==> src/rtl/rgb565_grayscale_stream_ctrl.sv <==
// rtl/rgb565_grayscale_stream_ctrl.sv - RGB565 to packed grayscale stream controller sharing one external converter
// Optional: GRAYSCALE_CTRL_THRESHOLD_EN adds threshold[7:0] and binarizes each packed byte.
module rgb565_grayscale_stream_ctrl #(
    parameter int COUNT_WIDTH = 20
) (
    input  logic                   clock,
    input  logic                   reset,
    input  logic                   start,
    input  logic [COUNT_WIDTH-1:0] pixelCount,
`ifdef GRAYSCALE_CTRL_THRESHOLD_EN
    input  logic [7:0]             threshold,
`endif
    output logic                   busy,
    output logic                   done,
    input  logic                   inValid,
    input  logic [31:0]            inData,
    output logic                   inReady,
    output logic                   outValid,
    output logic [31:0]            outData,
    input  logic                   outReady,
    output logic [15:0]            grayRgb565,
    input  logic [7:0]             grayValue
);

    typedef enum logic [2:0] {
        S_IDLE,
        S_FETCH,
        S_CONV_LO,
        S_CONV_HI,
        S_EMIT
    } state_t;

    state_t                 state;
    state_t                 state_next;
    logic [COUNT_WIDTH-1:0] remaining;
    logic [1:0]             slot;
    logic [31:0]            word;
    logic [31:0]            pack;
    logic                   done_q;
    logic [7:0]             gray_byte;
    logic                   last_pixel;

`ifdef GRAYSCALE_CTRL_THRESHOLD_EN
    logic [7:0] threshold_q;

    assign gray_byte = (grayValue >= threshold_q) ? 8'hFF : 8'h00;
`else
    assign gray_byte = grayValue;
`endif

    // The pixel being converted this cycle is the last one of the frame.
    assign last_pixel = (remaining == COUNT_WIDTH'(1));

    always_comb begin
        state_next = state;
        case (state)
            S_IDLE: begin
                if (start && (pixelCount != '0)) begin
                    state_next = S_FETCH;
                end
            end
            S_FETCH: begin
                if (inValid) begin
                    state_next = S_CONV_LO;
                end
            end
            S_CONV_LO: begin
                state_next = last_pixel ? S_EMIT : S_CONV_HI;
            end
            S_CONV_HI: begin
                state_next = (last_pixel || (slot == 2'd3)) ? S_EMIT : S_FETCH;
            end
            S_EMIT: begin
                if (outReady) begin
                    state_next = (remaining == '0) ? S_IDLE : S_FETCH;
                end
            end
            default: begin
                state_next = S_IDLE;
            end
        endcase
    end

    always_comb begin
        busy       = (state != S_IDLE);
        done       = done_q;
        inReady    = (state == S_FETCH);
        outValid   = (state == S_EMIT);
        outData    = pack;
        grayRgb565 = 16'h0000;
        if (state == S_CONV_LO) begin
            grayRgb565 = word[15:0];
        end else if (state == S_CONV_HI) begin
            grayRgb565 = word[31:16];
        end
    end

    always_ff @(posedge clock) begin
        if (reset) begin
            state     <= S_IDLE;
            remaining <= '0;
            slot      <= 2'd0;
            word      <= 32'h0;
            pack      <= 32'h0;
            done_q    <= 1'b0;
`ifdef GRAYSCALE_CTRL_THRESHOLD_EN
            threshold_q <= 8'h00;
`endif
        end else begin
            state  <= state_next;
            done_q <= 1'b0;
            case (state)
                S_IDLE: begin
                    if (start) begin
                        if (pixelCount == '0) begin
                            done_q <= 1'b1;
                        end else begin
                            remaining <= pixelCount;
                            slot      <= 2'd0;
                            pack      <= 32'h0;
                        end
`ifdef GRAYSCALE_CTRL_THRESHOLD_EN
                        threshold_q <= threshold;
`endif
                    end
                end
                S_FETCH: begin
                    if (inValid) begin
                        word <= inData;
                    end
                end
                S_CONV_LO, S_CONV_HI: begin
                    pack[{slot, 3'b000} +: 8] <= gray_byte;
                    slot                      <= slot + 2'd1;
                    if (remaining != '0) begin
                        remaining <= remaining - COUNT_WIDTH'(1);
                    end
                end
                S_EMIT: begin
                    if (outReady) begin
                        pack <= 32'h0;
                        slot <= 2'd0;
                        if (remaining == '0) begin
                            done_q <= 1'b1;
                        end
                    end
                end
                default: begin
                end
            endcase
        end
    end

endmodule

==> config.mk <==
export PLATFORM = sky130hd
export DESIGN_NAME = rgb565_grayscale_stream_ctrl
export DESIGN_NICKNAME = d
export VERILOG_FILES = /design/src/rtl/rgb565_grayscale_stream_ctrl.sv
export SDC_FILE = /design/constraint.sdc
export NUM_CORES = 1
export LEC_CHECK = 0
export CORE_MARGIN = 2
export CORE_UTILIZATION = 41
export CTS_BUF_LIST = sky130_fd_sc_hd__clkbuf_8
export DETAILED_ROUTE_END_ITERATION = 8
export PLACE_DENSITY = 0.69
export RECOVER_POWER = 25
export REMOVE_ABC_BUFFERS = 1
export SLEW_MARGIN = 20
export SYNTH_ARGS = -nofsm -noshare
export SYNTH_HDL_FRONTEND = slang
export SYNTH_SLANG_ARGS = --single-unit
export TNS_END_PERCENT = 30
==> constraint.sdc <==
create_clock -name clock -period 1.86 [get_ports clock]
set_input_delay 0.186 -clock clock [delete_from_list [all_inputs] [get_ports clock]]
set_output_delay 0.186 -clock clock [all_outputs]
set_load 0.02 [all_outputs]
==> results of run 1 <==
worst max path at each step:
stage,start,endpoint,slack [ns]
floorplan,state[0],word[0],-0.58
global placement,pixelCount[9],outData[8],-0.28
detailed placement,pixelCount[5],outData[2],-0.33
CTS,remaining[4],remaining[3],0.02
global route,remaining[11],remaining[12],-0.07
finish,remaining[11],remaining[12],0.04
stage by stage:
step | setup TNS [ns] | cells | util, % | worst slack, ns
after floorplan | -32.16 | 483 | - | -0.578
after global placement | -12.23 | 798 | 57.4 | -0.278
after detailed placement | -13.66 | 798 | 57.4 | -0.330
after CTS | 0 | 814 | 59.2 | 0.0243
after global routing | -0.723 | 817 | 59.7 | -0.0715
final | 0 | 817 | 59.7 | 0.0375
power by group through the flow:
stage                     combinational, mW  sequential [mW]  clock [mW]
after global placement                 2.58             2.35           0
after floorplan                        1.47             2.41           0
after CTS                              2.62             2.32        1.41
after global routing                   2.93             2.36        1.47
final                                  2.69             2.33        1.38
after detailed placement               2.63             2.36           0
metal layers:
metal / up-vias / GRT usage, % / share of wire [%]
li1: 2175 / - / -
met1: 2133 / 28.5 / 44
met2: 150 / 36.6 / 48
met3: 13 / 3.73 / 6.5
met4: 0 / 4.88 / 1.1
met5: - / 0 / 0
layout by cell type, fill, tap and decap left out, drive strengths merged, types with 12 or more instances in the layout:
cell           count
inv               19
nand2             92
clkbuf            12
mux2i             19
a22o              32
a21oi             61
dlygate4sd2       17
nor2b             12
buf               61
nor2              37
clkdlybuf4s50     96
dfxtp             90
cell families after synthesis:
group                    Yosys count
AO/OA/AOI/OAI                    152
adder cells (fa/ha/maj)            7
buffers and inverters             49
flip-flops                        90
multiplexers                      19
AND/OR/NAND/NOR                  200
cell type report:
| type | instances | area, µm² | area share, % |
|---|---|---|---|
| multi-input combinational | 378 | 2580 | 39.9 |
| sequential | 90 | 1810 | 28.0 |
| timing repair buffer | 178 | 1640 | 25.3 |
| tap | 140 | 175 | 2.71 |
| clock buffer | 9 | 124 | 1.92 |
| clock inverter | 7 | 78.8 | 1.22 |
| inverter | 15 | 56.3 | 0.871 |
state kept, by name, indices dropped and copies added, names as in the netlist:
name / cells
state: 3
outData: 32
remaining: 20
done: 1
slot: 2
word: 32
timing repair:
item / 4_1_cts / 5_1_grt
buffers inserted: 0 / 3
pin swaps: 0 / 3
gates resized for setup: 25 / 10
endpoints found under the setup margin: 47 / 39
==> reports/metrics.yaml, run 1 <==
setup_path:
  r2r-end: "remaining[12]"
  arrival_ns: 2.07
  crit_path_max_fanout: 7
  cp_data_required_time_ns: 2.11
  regToRegSetupSlack_ns: 0.04
  cp_slowest_cell: "dfxtp_1"
  cp_cell_sequence: "nor4_2 -> and4b_4 -> a31oi_4 -> buf_4 -> o22ai_2 -> o32ai_2"
  criticalPathCategory: "reg -> reg"
  cp_num_cells: 6
  max_stage_delay_ns: 0.38
  start_kind: "flip-flop"
  reg2reg_from: "remaining[11]"
  cp_top_family: "simple AND/OR/NAND/NOR gates"
  critPathBufInv: 1
  end_kind: "flip-flop"
  reg2reg_depth: 6
logic_synthesis:
  synth.avg_cell_area_um2: 8.84
  seq_area_frac_synth_pct: 39.4
  yosys_warnings: 0
  synth_cell_types: 64
  yosys.area_share.simple_pct: 23.5
  synth_cells: 517
  netlist_area_mm2: 0.00457
  synth_fa_ha_area_share_pct: 1.92
  synthDominantCellAreaShare_pct: 39.4
  synth.mux.area_fraction_pct: 4.16
  synth_edf_count: 0
  synth_common_cells: "91 x nand2_1, 90 x dfxtp_1, 57 x a21oi_1"
  synth_xor_area_share_pct: 0
  postSynth.asyncResetShare_pct: 0
  ys.flop_type: "dfxtp_1"
  synth_area_leader_cell: "dfxtp_1"
  synth_top_family_by_area: "compound AO/OA/AOI/OAI gates"
  yosysMostFrequentCell: "nand2_1"
  ys_ff_latch: 90
  yosys-top-cells-area: "dfxtp_1 39%, nand2_1 7.5%, a21oi_1 6.2%"
  synth_compound_area_share_pct: 26.1
placed_design:
  place_area_mm2: 0.00623
  dp_hpwl_um: 9480
  place_congestion: 0.915
  port_buffers: 116
sta:
  max_slew_margin_pct: 58.9
  setup_viol: 0
  rsz0062_at_grt: "yes"
  min_period_ns: 1.82
  final.setup_skew_ns: 0.0179
  finalHoldViolations: 0
  holdWs_ns: 0.212
  fmax_ghz: 0.549
  finalCritPeriodShare_pct: 98.0
  slew_viol_final: 0
  worst_slew_pin_slew_ns: 0.612
route:
  wl_per_cell_um: 16.0
  drtPass1Iterations: 5
  wl_um: 13000
  antenna_left: 0
  via_count: 4471
  drtIter0Drc: 205
  viasPerCell: 5.47
  drc: 0
floorplanning:
  core_area_mm2: 0.0108
  die_w_um: 110
  num_rows: 38
  num_io_pins: 117
  die_y_um: 110
  die_area_mm2: 0.0120
  initial_core_util_pct: 42.1
grt:
  grt_pass1_wl_um: 20600
  grt_max_degree: 23
  antenna_found_initial: 0
  grtUsageTotal_pct: 21.5
  grt_pass1_vias: 4240
  grt-ovfl-total: 0
flow_run:
  drv_cap: 0
power:
  p_switching_mw: 2.47
  power_mw: 6.41
  combPwrFrac_pct: 42.1
  pwr-share-clk_pct: 21.5
  power.leakage_nw: 2.43
  ir_drop_mv: 0.421
  swShare_pct: 38.5
  pwr-share-seq_pct: 36.4
  intPower_mw: 3.94
  pwr_density_cell_mw_per_mm2: 990
clock_network:
  clockRootBuffer: "clkbuf_8"
  clkTransAtPathRegs_ns: 0.10
  clock-sinks: 90
  cts_buffers: 9
  cts_tree: "yes"
  insertion_delay_ns: 0.37
  cts_hold_buffers: 0
  cts.htree.levels: 3
  cts_buffer_depth: 2
status:
  status: "finished, final reports clean"
layout:
  final_nets: 744
  fillerInstances: 940
  final_area_mm2: 0.00647
  drive_above_1_share_pct: 18.5
  area_growth_pct: 41.6
  antennaDiodeCount: 0
min_path:
  hold_path_startpoint: "reset"
  min_path_cells: 2
  hold_end: "state[2]"
  min_path_type: "in -> reg"
Note: power is estimated with default switching activity, not from simulation.
==> inputs of run 2 (changes only) <==
--- a/config.mk
+++ b/config.mk
@@ -8,6 +8,7 @@
 export CORE_MARGIN = 2
 export CORE_UTILIZATION = 41
 export CTS_BUF_LIST = sky130_fd_sc_hd__clkbuf_8
+export CTS_CLUSTER_DIAMETER = 60
 export DETAILED_ROUTE_END_ITERATION = 8
 export PLACE_DENSITY = 0.69
 export RECOVER_POWER = 25
==> results of run 2 <==
Final layout, timing and power as in run 1 (identical DEF).
==> inputs of run 3 (changes only) <==
--- a/config.mk
+++ b/config.mk
@@ -5,7 +5,8 @@
 export SDC_FILE = /design/constraint.sdc
 export NUM_CORES = 1
 export LEC_CHECK = 0
-export CORE_MARGIN = 2
+export CORE_ASPECT_RATIO = 1.4
+export CORE_MARGIN = 1.5
 export CORE_UTILIZATION = 41
 export CTS_BUF_LIST = sky130_fd_sc_hd__clkbuf_8
 export CTS_CLUSTER_DIAMETER = 60
==> run 3 against run 2 <==
First-iteration DRC count grew 23%. Worst hold slack gained 0.066 ns. Largest cell class unchanged. Die area shrank 1.7%. Combinational power is essentially flat. Final cell count shrank 0.61%. Cell area grew 0.95%. Fmax grew 1.4%.
==> reports/metrics.yaml, run 3 (synthesis results as in run 1) <==
sta:
  max_slew_margin_pct: 60.8  # was 58.9%
  finalHoldViolations: 0  # unchanged
  fmax_ghz: 0.556  # was 0.549 GHz
  setup_viol: 0  # unchanged
  rsz0062_at_grt: "yes"  # unchanged
  finalCritPeriodShare_pct: 96.7  # was 98.0%
  setup_tns_ns: 0  # unchanged
  final.setup_skew_ns: 0.00748  # was 0.0179 ns
  worst_slew_pin_slew_ns: 0.584  # was 0.612 ns
  slew_viol_final: 0  # unchanged
  min_period_ns: 1.80  # was 1.82 ns
grt:
  grtUsageTotal_pct: 23.0  # was 21.5%
  grt_pass1_wl_um: 21500  # was 20,600 µm
  grt_max_degree: 38  # was 23
  antenna_found_initial: 0  # unchanged
  grt-ovfl-total: 0  # unchanged
  grt_pass1_vias: 4539  # was 4,240
placed_design:
  dp.cells: 793  # was 798
  place_congestion: 0.911  # was 0.915
  dp_hpwl_um: 9910  # was 9480 µm
  place_area_mm2: 0.00620  # was 0.00623 mm²
  port_buffers: 116  # unchanged
flow_run:
  drv_cap: 0  # unchanged
clock_network:
  cts_buffer_depth: 2  # unchanged
  cts_tree: "yes"  # unchanged
  cts_buffers: 9  # unchanged
  clock-sinks: 90  # unchanged
  cts_hold_buffers: 0  # unchanged
  insertion_delay_ns: 0.36  # was 0.37 ns
  clockRootBuffer: "clkbuf_8"  # unchanged
  cts.htree.levels: 3  # unchanged
  clkTransAtPathRegs_ns: 0.09  # was 0.10 ns
power:
  power_mw: 6.80  # was 6.41 mW
  pwr_density_cell_mw_per_mm2: 1040  # was 990 mW/mm²
  power.leakage_nw: 2.48  # was 2.43 nW
  ir_drop_mv: 0.583  # was 0.421 mV
layout:
  instances_no_fill: 812  # was 817
  area_growth_pct: 42.9  # was 41.6%
  final_area_mm2: 0.00653  # was 0.00647 mm²
  drive_above_1_share_pct: 17.7  # was 18.5%
  final_nets: 738  # was 744
  fillerInstances: 957  # was 940
  final_util_pct: 60.1  # was 59.7%
  antennaDiodeCount: 0  # unchanged
  layout_commonest_cell: "nand2_1"  # was clkdlybuf4s50_1
  final_cell_mix: "91 x nand2_1, 88 x clkdlybuf4s50_1, 86 x dfxtp_1"  # was 96 x clkdlybuf4s50_1, 91 x nand2_1, 85 x dfxtp_1
floorplanning:
  die_y_um: 128  # was 110 µm
  core_area_mm2: 0.0109  # was 0.0108 mm²
  initial_core_util_pct: 42.0  # was 42.1%
  num_io_pins: 117  # unchanged
  num_rows: 45  # was 38
  die_area_mm2: 0.0118  # was 0.0120 mm²
  die_w_um: 92.2  # was 110 µm
setup_path:
  arrival_ns: 2.07  # about the same
  cp_slowest_cell: "dfxtp_2"  # was dfxtp_1
  cp_cell_sequence: "nor4_4 -> and4b_4 -> a31o_4 -> buf_4 -> buf_4 -> a22oi_1 -> o32ai_1"  # was nor4_2 -> and4b_4 -> a31oi_4 -> buf_4 -> o22ai_2 -> o32ai_2
  reg2reg_from: "remaining[7]"  # was remaining[11]
  start_kind: "flip-flop"  # unchanged
  critPathBufInv: 2  # was 1
  crit_path_frequent_cell: "buf_4"
  cp_top_family: "simple AND/OR/NAND/NOR gates"  # unchanged
  cp_data_required_time_ns: 2.13  # was 2.11 ns
  max_stage_delay_ns: 0.35  # was 0.38 ns
  reg2reg_depth: 7  # was 6
  r2r-end: "remaining[8]"  # was remaining[12]
  criticalPathCategory: "reg -> reg"  # unchanged
  crit_path_max_fanout: 6  # was 7
  regToRegSetupSlack_ns: 0.06  # was 0.04 ns
  end_kind: "flip-flop"  # unchanged
  cp-startpoint: "remaining[7]"  # was remaining[11]
route:
  drtPass1Iterations: 5  # unchanged
  drc: 0  # unchanged
  wl_per_cell_um: 16.7  # was 16.0 µm
  viasPerCell: 5.55  # was 5.47
  drtIter0Drc: 252  # was 205
  wl_um: 13600  # was 13,000 µm
  via_count: 4503  # was 4,471
  antenna_left: 0  # unchanged
min_path:
  min_path_type: "in -> reg"  # unchanged
  min_path_cells: 4  # was 2
  hold_path_startpoint: "reset"  # unchanged
  hold_end: "state[0]"  # was state[2]
status:
  status: "finished, final reports clean"  # unchanged
## run 3: changes by cell type in the layout (fill, tap and decap cells not counted), sizes merged
cell / previous run / this run
dlygate4sd3: 0 / 8
inv: 19 / 16
bufinv: 0 / 4
nand2b: 6 / 7
clkdlybuf4s50: 96 / 88
clkinv: 3 / 2
clkdlybuf4s15: 1 / 0
clkbuf: 12 / 11
dlygate4sd2: 17 / 18
buf: 61 / 55
## run 3: worst max-delay path by stage
stage	slack, ns	endpoint	cells past startpoint
after floorplan	-0.58	word[0]	5
after global placement	-0.27	outData[9]	6
after detailed placement	-0.38	outData[3]	6
after CTS	0.0003	outData[3]	6
after global routing	-0.02	remaining[8]	7
final	0.06	remaining[8]	7
## run 3: stage by stage
stage               worst slack [ns]  hold slack (ns)
global route                 -0.0210            0.293
CTS                         0.000287            0.261
floorplan                     -0.578            0.252
detailed placement            -0.378            0.446
global placement              -0.273            0.442
finish                        0.0620            0.278
## run 3: layer usage
layer	share of wire [%]	wire length, µm	GRT usage, %
met1	40	5430	26.1
met5	0	0	0
met4	3.5	473	12.4
met3	4.8	658	3.14
met2	52	7020	41.3
## run 3: power breakdown
group	internal [mW]	total, mW	switching [mW]
sequential	2.14	2.32	0.185
combinational	1.21	2.71	1.49
clock	1.04	1.77	0.729
total	4.39	6.80	2.41
## run 3: worst reg2reg max path, stage by stage, from the launching register on
cell     delay (ns)
dfxtp_2        0.35
nor4_4         0.35
and4b_4        0.34
a31o_4         0.24
buf_4          0.13
buf_4          0.11
a22oi_1        0.08
o32ai_1        0.12
## run 3: layout make-up
| class | count | area (µm²) | share of cell area [%] |
|---|---|---|---|
| timing repair buffer | 171 | 1600 | 24.4 |
| tap | 141 | 176 | 2.70 |
| clock inverter | 7 | 149 | 2.28 |
| inverter | 15 | 56.3 | 0.862 |
| multi-input combinational | 379 | 2620 | 40.1 |
| clock buffer | 9 | 124 | 1.90 |
| sequential | 90 | 1810 | 27.7 |
## run 3: what timing repair did
| action | in CTS | in global routing |
|---|---|---|
| setup endpoints to repair | 54 | 52 |
| setup buffers | 0 | 2 |
| pin swaps | 0 | 11 |
| gates resized for setup | 25 | 12 |
| gates cloned | 1 | 0 |
==> RTL change: new RTL, config.mk and constraints of run 3 <==
The parameter `COUNT_WIDTH` goes from 20 to 40.
--- a/src/rtl/rgb565_grayscale_stream_ctrl.sv
+++ b/src/rtl/rgb565_grayscale_stream_ctrl.sv
@@ -1,7 +1,7 @@
 // rtl/rgb565_grayscale_stream_ctrl.sv - RGB565 to packed grayscale stream controller sharing one external converter
 // Optional: GRAYSCALE_CTRL_THRESHOLD_EN adds threshold[7:0] and binarizes each packed byte.
 module rgb565_grayscale_stream_ctrl #(
-    parameter int COUNT_WIDTH = 20
+    parameter int COUNT_WIDTH = 40
 ) (
     input  logic                   clock,
     input  logic                   reset,
Interface: changed (resized pixelCount); port bits go from 117 to 137. The function was not compared with the original's and may differ.
==> RTL change against run 3 <==
- the run now ends with setup timing left
- design area is 36% higher
- count of clock-buffer cells in the layout did not move
- total power shrank 7.3%
- sequential cell count is 20 higher
- core utilization rose by 6.6 points
- area after synthesis increased by 22%
- non-clock buffer count up 107
- first-iteration DRC count rose by 42%
- routed wire length up 51%
- worst hold slack improved by 51 ps
- via count is 47% higher
- worst setup slack got worse by 670 ps
- critical endpoint is now remaining[21]$_SDFFE_PP0P_
==> RTL change: results (changes against run 3) <==
| Metric | Value |
|---|---|
| Status | finished with violations (was finished, final reports clean) |
| Violated checks | setup timing |
| Max stage delay on crit path | 530 ps (was 350 ps) |
| RD Place Congestion | 0.8836 (was 0.9108) |
| RR Startpoint | remaining[26]$_SDFFE_PP0P_ (was remaining[7]$_SDFFE_PP0P_) |
| Top cells by area, synth | dfxtp_1, nand2_1, a21oi_1 (unchanged) |
| Drt total wl | 20550 um (was 13580 um) |
| Synth Area per Inst | 7.622 um2 (was 8.836 um2) |
| Top cells by count, synth | nand2_1, dfxtp_1, a21oi_1, nor2_1, clkbuf_1 (was nand2_1, dfxtp_1, a21oi_1, nor2_1, a22o_1) |
| Initial antenna violation count | 0 (unchanged) |
| Synth Area in Compound Gates | 0.2525 (was 0.2610) |
| Synth unique cells | 52 (was 64) |
| Most used DFF post-synth | dfxtp_1 (unchanged) |
| Async S/R FF share, synth | 0 (unchanged) |
| Drt first-iter violations | 358 (was 252) |
| GRT Total Usage | 0.2762 (was 0.2298) |
| Vias in the first global route | 6693 (was 4539) |
| Fill cells | 1091 (was 957) |
| Global-route wire length before repair | 31510 um (was 21500 um) |
| Placed insts | 1125 (was 793) |
| Top delay family on crit path | simple AND/OR/NAND/NOR gates (unchanged) |
| Share of layout cells above drive strength 1 | 0.2687 (was 0.1773) |
| Drt pass-1 iters | 5 (unchanged) |
| Mux share of post-synthesis cell area | 0.03050 (was 0.04163) |
| Sequential area share after synthesis | 0.3947 (was 0.3944) |
| Post-Synth Adder-Cell Area | 0.01570 (was 0.01917) |
| Total number of H-tree levels | 3 (unchanged) |
| Ys Warns | 0 (unchanged) |
| Max FFs per register | 40 |
| Setup Skew | 14.53 ps (was 7.483 ps) |
| Mean routed wirelength per cell | 17.76 um (was 16.72 um) |
| Placed Area | 8003 um2 (was 6196 um2) |
| Hold Crit Class | in2reg (unchanged) |
| Antenna Cells | 0 (unchanged) |
| Pin count of the biggest net entering global routing | 64 (was 38) |
| XOR/XNOR Fraction of Synth Area | 0 (unchanged) |
| Setup WS post-layout | -611.7 ps (was 61.98 ps) |
| Worst endpoint data arrival time | 2770 ps (was 2070 ps) |
| Setup CP Type | reg2reg (unchanged) |
| Worst-path clk slew | 130 ps (was 90 ps) |
| Clock root buffer master | clkbuf_8 (unchanged) |
| CP Max Fanout | 6 (unchanged) |
| Slew @ Worst Pin | 688.0 ps (was 584.4 ps) |
| Worst VDD drop | 0.3503 mV (was 0.5834 mV) |
| Clock Path Buffers | 2 (unchanged) |
| Final setup fails | 78 (was 0) |
| Dpl hpwl | 13840 um (was 9912 um) |
| Worst skew pair latency | 390 ps (was 360 ps) |
| Vias | 6632 (was 4503) |
| Place WS | -882.7 ps (was -378.5 ps) |
| Port buffer count | 136 (was 116) |
| P_leak | 3.372 nW (was 2.476 nW) |
| Slew Viols, Final | 0 (unchanged) |
| Slowest cell on crit path | or4_4 (was dfxtp_2) |
## RTL change: cell count changes in the layout (fill, tap and decap cells not counted), sizes merged, moves of 25 or more
cell	before	now
inv	16	43
nor2	37	62
buf	55	139
a22o	32	4
o21ai	8	47
nand2	92	133
## RTL change: cell families after synthesis
logic type / after synthesis
flops: 110
simple gates: 291
compound gates: 217
fa+ha+maj: 7
mux: 17
buf+inv: 90
## RTL change: metrics by stage
stage / setup TNS [ps] / util
CTS: -32950 / 0.6510
global route: -39060 / 0.6664
floorplan: -160230 / -
detailed placement: -60580 / 0.6006
finish: -35680 / 0.6664
global placement: -56980 / 0.6006
## RTL change: where the power goes
part           total [mW]  internal [mW]  switching (mW)  leakage (nW)
combinational        2.18           1.07            1.11          2.37
sequential           2.57           2.48          0.0907         0.898
clock                1.55          0.559           0.995         0.108
total                6.30           4.11            2.19          3.37
## RTL change: metal layers
metal	wire length, um	vias up	track usage
li1	-	3097	-
met1	7772	3204	0.3025
met2	10750	272	0.4895
met3	1101	59	0.05404
met4	930	0	0.1520
met5	0	-	0
## RTL change: worst paths after layout
check        slack [ps]  cells past startpoint                         end
min                 330                      2  remaining[15]$_SDFFE_PP0P_
min reg2reg         460                      2       word[11]$_SDFFE_PP0P_
max reg2reg        -610                      8  remaining[21]$_SDFFE_PP0P_
max                -610                      8  remaining[21]$_SDFFE_PP0P_
## RTL change: repair_timing
item | 4_1_cts | 5_1_grt
buffers inserted | 11 | 2
pin swaps | 23 | 29
setup endpoints to repair | 97 | 96
gates cloned | 6 | 1
gates resized for setup | 90 | 96
## RTL change: layout make-up
type | instances | share of cell area
sequential | 110 | 0.2490
multi-input combinational | 532 | 0.3912
tap | 182 | 0.02564
timing repair buffer | 278 | 0.2932
inverter | 39 | 0.01649
clock buffer | 9 | 0.01395
clock inverter | 7 | 0.01057
